`config.mk`:
```
export PLATFORM = sky130hd
export DESIGN_NAME = pipe_stage_reg
export DESIGN_NICKNAME = d
export VERILOG_FILES = /design/src/rtl/pipe_stage_reg.sv
export SDC_FILE = /design/constraint.sdc
export NUM_CORES = 1
export LEC_CHECK = 0
export CORE_UTILIZATION = 49
export CTS_CLUSTER_DIAMETER = 60
export DETAILED_ROUTE_END_ITERATION = 10
export PLACE_DENSITY = 0.83
export SLEW_MARGIN = 5
export SYNTH_ARGS = -nofsm -noshare
export SYNTH_HDL_FRONTEND = slang
export SYNTH_SLANG_ARGS = --single-unit
```
`constraint.sdc`:
```
create_clock -name clk -period 4.9 [get_ports clk]
set_input_delay 0.98 -clock clk [delete_from_list [all_inputs] [get_ports clk]]
set_output_delay 0.98 -clock clk [all_outputs]
set_load 0.005 [all_outputs]
```
`src/rtl/pipe_stage_reg.sv`:
```
// pipe_stage_reg: ready/valid pipeline register with a 2-entry skid buffer, flush-to-bubble
// and a saturating bubble-cycle counter.
module pipe_stage_reg #(
    parameter int CTRL_W     = 8,
    parameter int DATA_W     = 128,
    parameter bit CLEAR_DATA = 1'b0,
    parameter int CNT_W      = 16
) (
    input  logic              clk,
    input  logic              rst_n,
    input  logic              flush,
    input  logic              in_valid,
    output logic              in_ready,
    input  logic [CTRL_W-1:0] in_ctrl,
    input  logic [DATA_W-1:0] in_data,
    output logic              out_valid,
    input  logic              out_ready,
    output logic [CTRL_W-1:0] out_ctrl,
    output logic [DATA_W-1:0] out_data,
    output logic [CNT_W-1:0]  bubble_cnt
);
    logic              main_valid, skid_valid;
    logic [CTRL_W-1:0] main_ctrl, skid_ctrl;
    logic [DATA_W-1:0] main_data, skid_data;
    logic              accept, drain, load_main;

    assign in_ready  = ~skid_valid;
    assign accept    = in_valid & in_ready;
    assign drain     = main_valid & out_ready;
    assign load_main = ~main_valid | drain;
    assign out_valid = main_valid;
    assign out_ctrl  = main_valid ? main_ctrl : '0;
    assign out_data  = (CLEAR_DATA && !main_valid) ? '0 : main_data;

    // A waiting skid beat always wins the main slot; in_ready is low then, so no accept collides.
    always_ff @(posedge clk or negedge rst_n) begin
        if (!rst_n) begin
            main_valid <= 1'b0;
            skid_valid <= 1'b0;
            main_ctrl  <= '0;
            main_data  <= '0;
            skid_ctrl  <= '0;
            skid_data  <= '0;
            bubble_cnt <= '0;
        end else begin
            if (flush) begin
                main_valid <= 1'b0;
                skid_valid <= 1'b0;
            end else if (load_main) begin
                main_valid <= skid_valid | accept;
                if (skid_valid) begin
                    main_ctrl  <= skid_ctrl;
                    main_data  <= skid_data;
                    skid_valid <= 1'b0;
                end else if (accept) begin
                    main_ctrl <= in_ctrl;
                    main_data <= in_data;
                end
            end else if (accept) begin
                skid_valid <= 1'b1;
                skid_ctrl  <= in_ctrl;
                skid_data  <= in_data;
            end
            if (!main_valid && bubble_cnt != '1)
                bubble_cnt <= bubble_cnt + CNT_W'(1);
        end
    end
endmodule

```
Word-level counts from Yosys, hierarchy flattened --
Index checks and enable logic that the tools add are counted.
Operators by class: add/subtract/negate cells 1, $mul 0, divide/modulo/power cells 0, $lt $le $gt $ge 0, equality and inequality tests 1, shifts and indexed selects 0, muxes and demuxes 10, bitwise gates (word level) 8, reduce and logical (&&, ||, !) cells 7
Operators with widths (count):
- 128-bit 2-to-1 mux | 2
- 8-bit 2-to-1 mux | 3
- 16-bit by 1-bit adder with 16-bit output (second input constant) | 1
- 16-bit != test (second input constant) | 1
- 3-bit AND reduction | 2
- 1-bit 2-to-1 mux | 5
- 1-bit inverter | 4
- 2-bit nonzero test | 2
- 3-bit nonzero test | 1
- 1-bit bitwise AND | 2
- 1-bit OR | 2
- 1-bit logical AND | 1
- 1-bit zero test | 1
Word-level totals: register bits after elaboration 290, latch bits 0, bits in writable memories 0, ROM bits 0, output and inout port bits 154, logic and storage cells 34, memories kept 0

Logic depth before layout (Yosys ltp) --
Gate-level depths: netlist (run 1).
depth after elaboration 5, mapped depth 7, gate-level depth less buffers 5

Least setup slack after synthesis (run 1) --
OpenSTA, ideal clock, no wires.
kind input -> register, start point in out_ready, end point reg skid_data[100], setup time 0.125 ns, arrival time 2.045 ns, data required time 4.775 ns, slack 2.730 ns, cell stages on the path 6, cell sequence nor2b_1 -> nand3_1 -> clkbuf_1 -> buf_2 -> buf_4 -> mux2_2
On the way: word-level cells in the longest chain between the ends 4
Ends and longest elaborated chain:
- start: declaration | RTL line 17 | input logic out_ready,
- 1-bit bitwise AND | RTL line 29 | assign drain = main_valid & out_ready;
- 1-bit OR | RTL line 30 | assign load_main = ~main_valid | drain;
- 1-bit inverter (no line)
- 3-bit AND reduction (no line)
- end signal: assignment | RTL line 62 | skid_data <= in_data;
- end: declaration | RTL line 24 | logic [DATA_W-1:0] main_data, skid_data;
Every way passes these cells. A chain may end at the register's enable or synchronous reset.

Worst setup path after layout (run 1) --
start point reg main_valid (netlist: out_valid), end point out out_ctrl[2]
On the way: word-level cells in the longest chain between the ends 1
Ends and longest elaborated chain:
- start: declaration | RTL line 22 | logic main_valid, skid_valid;
- start signal: assignment | RTL line 50 | main_valid <= skid_valid | accept;
- 8-bit 2-to-1 mux | RTL line 32 | assign out_ctrl = main_valid ? main_ctrl : '0;
- end: declaration | RTL line 18 | output logic [CTRL_W-1:0] out_ctrl,
Every way passes these cells.

==> impl_metrics.csv, run 1 <==
group,metric,value,unit
layout,seq_area,7260,µm²
clock_tree,cts_tree,"done",
sta,finalCriticalPeriod,2.88,ns
grt,globalRouteTotalUtil,21.4,%
placed_design,gp_congestion,0.788,
drt,dr.pass1.iters,6,
synthesis,synth_fp_nets,1113,
critical_path,crit_arrival,1.90,ns
die,die_h,159,µm
power,vdd_drop_max,0.000276,V
critical_path,slowest_stage,"dfrtp_1",
sta,fin_skew,0.00798,ns
outcome,status,"finished clean",
layout,nets,1383,
grt,grt_antenna_before_repair,2,
sta,post-route-period-util,58.7,%
power,leakagePower,6.63,nW
critical_path,crit_chain,"and2_1, clkdlybuf4s50_1",
die,die_w,159,µm
synthesis,synth-edff-count,0,
placed_design,dp.cells,1534,
clock_tree,clock_latency,0.53,ns
clock_tree,cts_root_buf,"clkbuf_16",
sta,setup_viol,0,
drt,vias,8357,
layout,final_common_cell,"clkdlybuf4s50_1",
layout,layout_common_cells,"clkdlybuf4s50_1 (293), dfrtp_1 (289), nor2_1 (143), a21oi_1 (138)",
die,io_pins,295,
min_path,min-delay-path-class,"in2async",
synthesis,syn_area,12100,µm²
power,p_per_area,418,nW/µm²
drt,wl_per_cell,17.3,µm
clock_tree,cts-hold-fix-buffers,0,
drt,drc,0,
clock_tree,clock_sinks,290,
synthesis,synth_ff_type,"dfrtp_1",
sta,slew_violations,0,
job,drv_cap,0,
clock_tree,htreeDepth,1,
clock_tree,cts_buffer_depth,3,
placed_design,hpwl,17.8,mm
layout,drive_gt1_share,15.8,%
sta,tightest_slew,1.06,ns
grt,grt_pass1_wl,43.9,mm
clock_tree,clk_pin_slew,0.06,ns
synthesis,ys_types,35,
clock_tree,numCtsBuffers,29,
synthesis,ys_ff_latch,290,
sta,finalSetupTns,0,ns
grt,grt_pass1_vias,8593,
die,coreArea,24300,µm²
critical_path,endpoint_kind,"output pin",
sta,grt_setup_unrepaired,"false",
synthesis,synth_warnings,0,
synthesis,syn_avg_cell_area,12.5,µm²
critical_path,path_max_fanout,15,
drt,drt_wl_total,27.5,mm
sta,hold_viol,0,
drt,detail_route.iter0.violations,540,
synthesis,syn_inst,971,
layout,area_delta_synth_final,35.1,%
placed_design,io_buffer_count,294,
critical_path,cp_data_required_time,3.92,ns
grt,grt_overflow,0,
clock_tree,postCtsSetupRepairBufs,0,
sta,relSlewSlack,29.7,%
critical_path,critPathLaunchType,"flip-flop",
clock_tree,post_cts_resized,0,
layout,multiInputGateArea,4590,µm²
die,die_area,25400,µm²
die,initial_core_util,49.8,%
layout,layout.cells.non_filler,1588,
synthesis,synth-seq-area-share,59.9,%
critical_path,cpPeakStageDelay,0.62,ns
drt,viasPerCell,5.26,
grt,grt_max_degree,116,
critical_path,critPathKind,"reg2out",
sta,fmax,0.348,GHz
drt,antenna_left,0,
die,rows,57,
synthesis,async_reset_ff_share,100,%
layout,nFillCells,1760,
-- stage by stage --
step	hold WS (ns)	worst slack, ns	area, µm²	utilization [%]	power (mW)
after floorplan	0.479	2.73	12100	-	3.76
after detailed placement	0.493	1.74	15300	63.1	4.55
after global routing	0.517	1.92	16400	67.3	7.18
final	0.486	2.02	16400	67.3	6.85
after global placement	0.486	1.76	15300	63.1	4.47
after CTS	0.507	1.99	16400	67.3	6.92
-- path summary, 6_finish.rpt --
kind	start	to	slack [ns]	cells past startpoint
worst max-delay path	out_valid	out_ctrl[2]	2.02	2
worst min-delay path	rst_n	out_data[104]	0.49	1
worst max register to register	skid_valid	skid_data[70]	2.45	4
worst min register to register	skid_ctrl[0]	skid_ctrl[0]	0.50	1
max in group asynchronous	rst_n	out_data[32]	3.36	2
min in group clk	skid_ctrl[0]	skid_ctrl[0]	0.50	1
-- Yosys cell counts (all sizes together), types with 2 or more instances --
master	instances	area, µm²
nand4b	2	17.5
xor2	2	17.5
buf	34	180
nor2b	2	12.5
mux2	137	1550
mux2i	136	1360
o21ai	2	10.0
nand4	6	52.6
nand2b	2	20.0
dfrtp	290	7260
clkbuf	29	109
nor2	143	537
inv	2	7.51
nand2	7	26.3
and3	2	12.5
nand3	6	30.0
a21oi	138	691
and2	8	50.1
xnor2	9	78.8
nor4	2	12.5
nor3	4	20.0
-- critical path: cells and delay by family, from the launching register on --
kind | cells | cell delay (ns)
buffers and inverters | 1 | 0.54
flip-flops | 1 | 0.62
AND/OR/NAND/NOR | 1 | 0.20
-- cell families after synthesis --
kind of cell | Yosys count | synth area share [%]
flops | 290 | 59.9
mux | 273 | 24.0
simple gates | 187 | 6.75
compound gates | 144 | 6.06
buf+inv | 65 | 2.45
xor+xnor | 11 | 0.795
fa+ha+maj | 1 | 0.103
-- report_power, final --
| part | leakage (nW) | total (mW) | internal (mW) | switching, mW |
|---|---|---|---|---|
| Combinational | 2.73 | 1.31 | 0.832 | 0.474 |
| Sequential | 3.39 | 3.21 | 2.90 | 0.307 |
| Clock | 0.507 | 2.34 | 1.44 | 0.897 |
-- flip-flops by register name, indices dropped and copies added (netlist names) --
signal,count
out_data,128
skid_data,128
bubble_cnt,16
main_ctrl,8
skid_ctrl,8
out_valid,1
skid_valid,1
-- final cells by class --
class | instances | area share (%)
tap | 324 | 2.48
inverter | 2 | 0.0458
timing repair buffer | 302 | 18.8
multi-input combinational | 616 | 28.0
sequential | 290 | 44.3
clock inverter | 9 | 0.924
antenna | 2 | 0.0306
clock buffer | 43 | 5.36
-- metal layers --
| metal | wire length (µm) | vias up | track usage [%] |
|---|---|---|---|
| met3 | 1580 | 67 | 4.40 |
| li1 | - | 3936 | - |
| met5 | 0 | - | 0 |
| met2 | 13600 | 246 | 36.2 |
| met1 | 11200 | 4108 | 26.4 |
| met4 | 1170 | 0 | 9.75 |
Power figures use the tool's default switching activity.
==> run 2: changes to the inputs <==
--- a/config.mk
+++ b/config.mk
@@ -5,10 +5,10 @@
 export SDC_FILE = /design/constraint.sdc
 export NUM_CORES = 1
 export LEC_CHECK = 0
-export CORE_UTILIZATION = 49
+export CORE_UTILIZATION = 45
 export CTS_CLUSTER_DIAMETER = 60
 export DETAILED_ROUTE_END_ITERATION = 10
-export PLACE_DENSITY = 0.83
+export PLACE_DENSITY = 0.81
 export SLEW_MARGIN = 5
 export SYNTH_ARGS = -nofsm -noshare
 export SYNTH_HDL_FRONTEND = slang
==> constraint.sdc (replaced) <==
create_clock -name clk -period 2.34 [get_ports clk]
set_input_delay 0.468 -clock clk [delete_from_list [all_inputs] [get_ports clk]]
set_output_delay 0.468 -clock clk [all_outputs]
set_load 0.005 [all_outputs]
==> impl_metrics.csv, run 2 (synthesis results as in run 1) <==
group,metric,value,unit
critical_path,r2r_setup_slack,0.50,ns
drt,vias,8553,
sta,post-route-period-util,95.3,%
clock_tree,postCtsSetupRepairBufs,0,
clock_tree,clock_latency,0.54,ns
layout,area_delta_synth_final,38.1,%
die,die_area,27600,µm²
drt,antenna_left,0,
sta,setup_viol,0,
placed_design,io_buffer_count,294,
die,initial_core_util,46.3,%
clock_tree,cts-hold-fix-buffers,1,
critical_path,crit_arrival,1.76,ns
drt,wl_per_cell,17.6,µm
critical_path,crit_chain,"buf_4, and2_1, clkdlybuf4s50_1",
min_path,min-delay-path-class,"in2async",
critical_path,cpPeakStageDelay,0.52,ns
grt,globalRouteTotalUtil,20.9,%
critical_path,critPathKind,"reg2out",
drt,dr.pass1.iters,7,
power,vdd_drop_max,0.000662,V
sta,relSlewSlack,59.0,%
outcome,violations,"design-rule violations",
critical_path,worstSetupEndpoint,"out_ctrl[5]",
critical_path,r2r-end,"bubble_cnt[1]",
clock_tree,cts_root_buf,"clkbuf_16",
job,drv_cap,0,
die,coreArea,26200,µm²
clock_tree,clock_sinks,290,
critical_path,path_max_fanout,14,
clock_tree,numCtsBuffers,30,
die,io_pins,295,
critical_path,r2r_cells,4,
die,rows,59,
drt,drt_wl_total,28.7,mm
grt,use_met2,35.3,%
power,p_per_area,858,nW/µm²
outcome,status,"complete, but fails checks",
grt,grt_use_met1,26.0,%
sta,slew_violations,0,
sta,fmax,0.449,GHz
grt,grt_pass1_vias,9036,
sta,finalCriticalPeriod,2.23,ns
placed_design,hpwl,19.5,mm
die,die_h,166,µm
grt,grt_overflow,0,
grt,grt_max_degree,75,
sta,grt_setup_unrepaired,"false",
clock_tree,post_cts_resized,0,
clock_tree,htreeDepth,1,
grt,busiest_layer,"met2",
clock_tree,clk_pin_slew,0.06,ns
power,leakagePower,6.82,nW
sta,fin_skew,0.00905,ns
placed_design,gp_congestion,0.781,
drt,viasPerCell,5.25,
drt,detail_route.iter0.violations,465,
grt,grtUsageMet3,4.89,%
grt,grt_pass1_wl,46.8,mm
critical_path,endpoint_kind,"output pin",
critical_path,cp-startpoint,"out_valid",
power,p_total,14.4,mW
layout,layout_common_cells,"clkdlybuf4s50_1 (293), dfrtp_1 (289), nor2_1 (143), a21oi_1 (138)",
layout,nets,1412,
layout,drive_gt1_share,17.7,%
drt,drc,36,
clock_tree,cts_buffer_depth,3,
layout,final_common_cell,"clkdlybuf4s50_1",
sta,hold_viol,0,
critical_path,cp_data_required_time,1.87,ns
critical_path,critPathLaunchType,"flip-flop",
critical_path,worstReg2RegStart,"bubble_cnt[12]",
critical_path,slowest_stage,"clkdlybuf4s50_1",
sta,finalSetupTns,0,ns
die,die_w,166,µm
clock_tree,cts_tree,"done",
sta,tightest_slew,0.615,ns
grt,grt_antenna_before_repair,0,
==> run 2: changes by cell type in the layout (fill, tap and decap cells not counted) <==
cell and change:
buf_12 +12, buf_4 +15, bufinv_16 -1, clkbuf_1 +1
clkbuf_16 +2, clkbuf_8 -4, clkinv_2 +6, diode_2 -1
dlygate4sd3_1 +1, inv_6 -1
==> run 2: worst max-delay path, delay by kind of cell, from the launching register on <==
family                 cells  cell delay, ns
buffers and inverters      2            0.72
DFF                        1            0.33
and+or+nand+nor            1            0.17
==> run 2: metal layers <==
| metal | vias to the layer above | part of all wire (%) |
|---|---|---|
| met2 | 245 | 49 |
| met5 | - | 0 |
| met4 | 0 | 3.6 |
| li1 | 3993 | - |
| met3 | 62 | 7.0 |
| met1 | 4253 | 41 |
==> run 2: area by class of cell <==
type	instances	area, µm²
inverter	2	7.51
timing repair buffer	330	3450
tap	335	419
clock inverter	13	143
fill	1962	9460
antenna	1	2.50
clock buffer	42	877
sequential	290	7260
multi-input combinational	616	4590
==> run 2: where the power goes <==
part	total, mW	switching (mW)	leakage, nW	internal (mW)
clock	4.85	1.92	0.509	2.93
combinational	2.82	1.03	2.92	1.79
sequential	6.71	0.636	3.39	6.07
==> run 2: worst min path at each step <==
stage	startpoint	to	slack, ns	cells after the start
2_1_floorplan	rst_n	bubble_cnt[0]	0.17	0
3_3_place_gp	skid_data[6]	skid_data[6]	0.49	1
3_5_place_dp	skid_data[55]	skid_data[55]	0.49	1
4_1_cts	rst_n	out_data[105]	0.51	2
5_1_grt	skid_data[86]	skid_data[86]	0.51	1
6_report	rst_n	out_data[105]	0.50	2
==> run 2: metrics by stage <==
stage                     hold WS [ns]  std cells  util [%]  setup slack, ns  instance area, µm²
after CTS                        0.506       1628      63.9           0.0593               16700
after global placement           0.486       1572      59.9            0.108               15700
after global routing             0.510       1628      63.9           0.0191               16700
after floorplan                  0.172        971         -            0.560               12100
final                            0.501       1629      63.9            0.110               16700
after detailed placement         0.493       1572      59.9           0.0644               15700
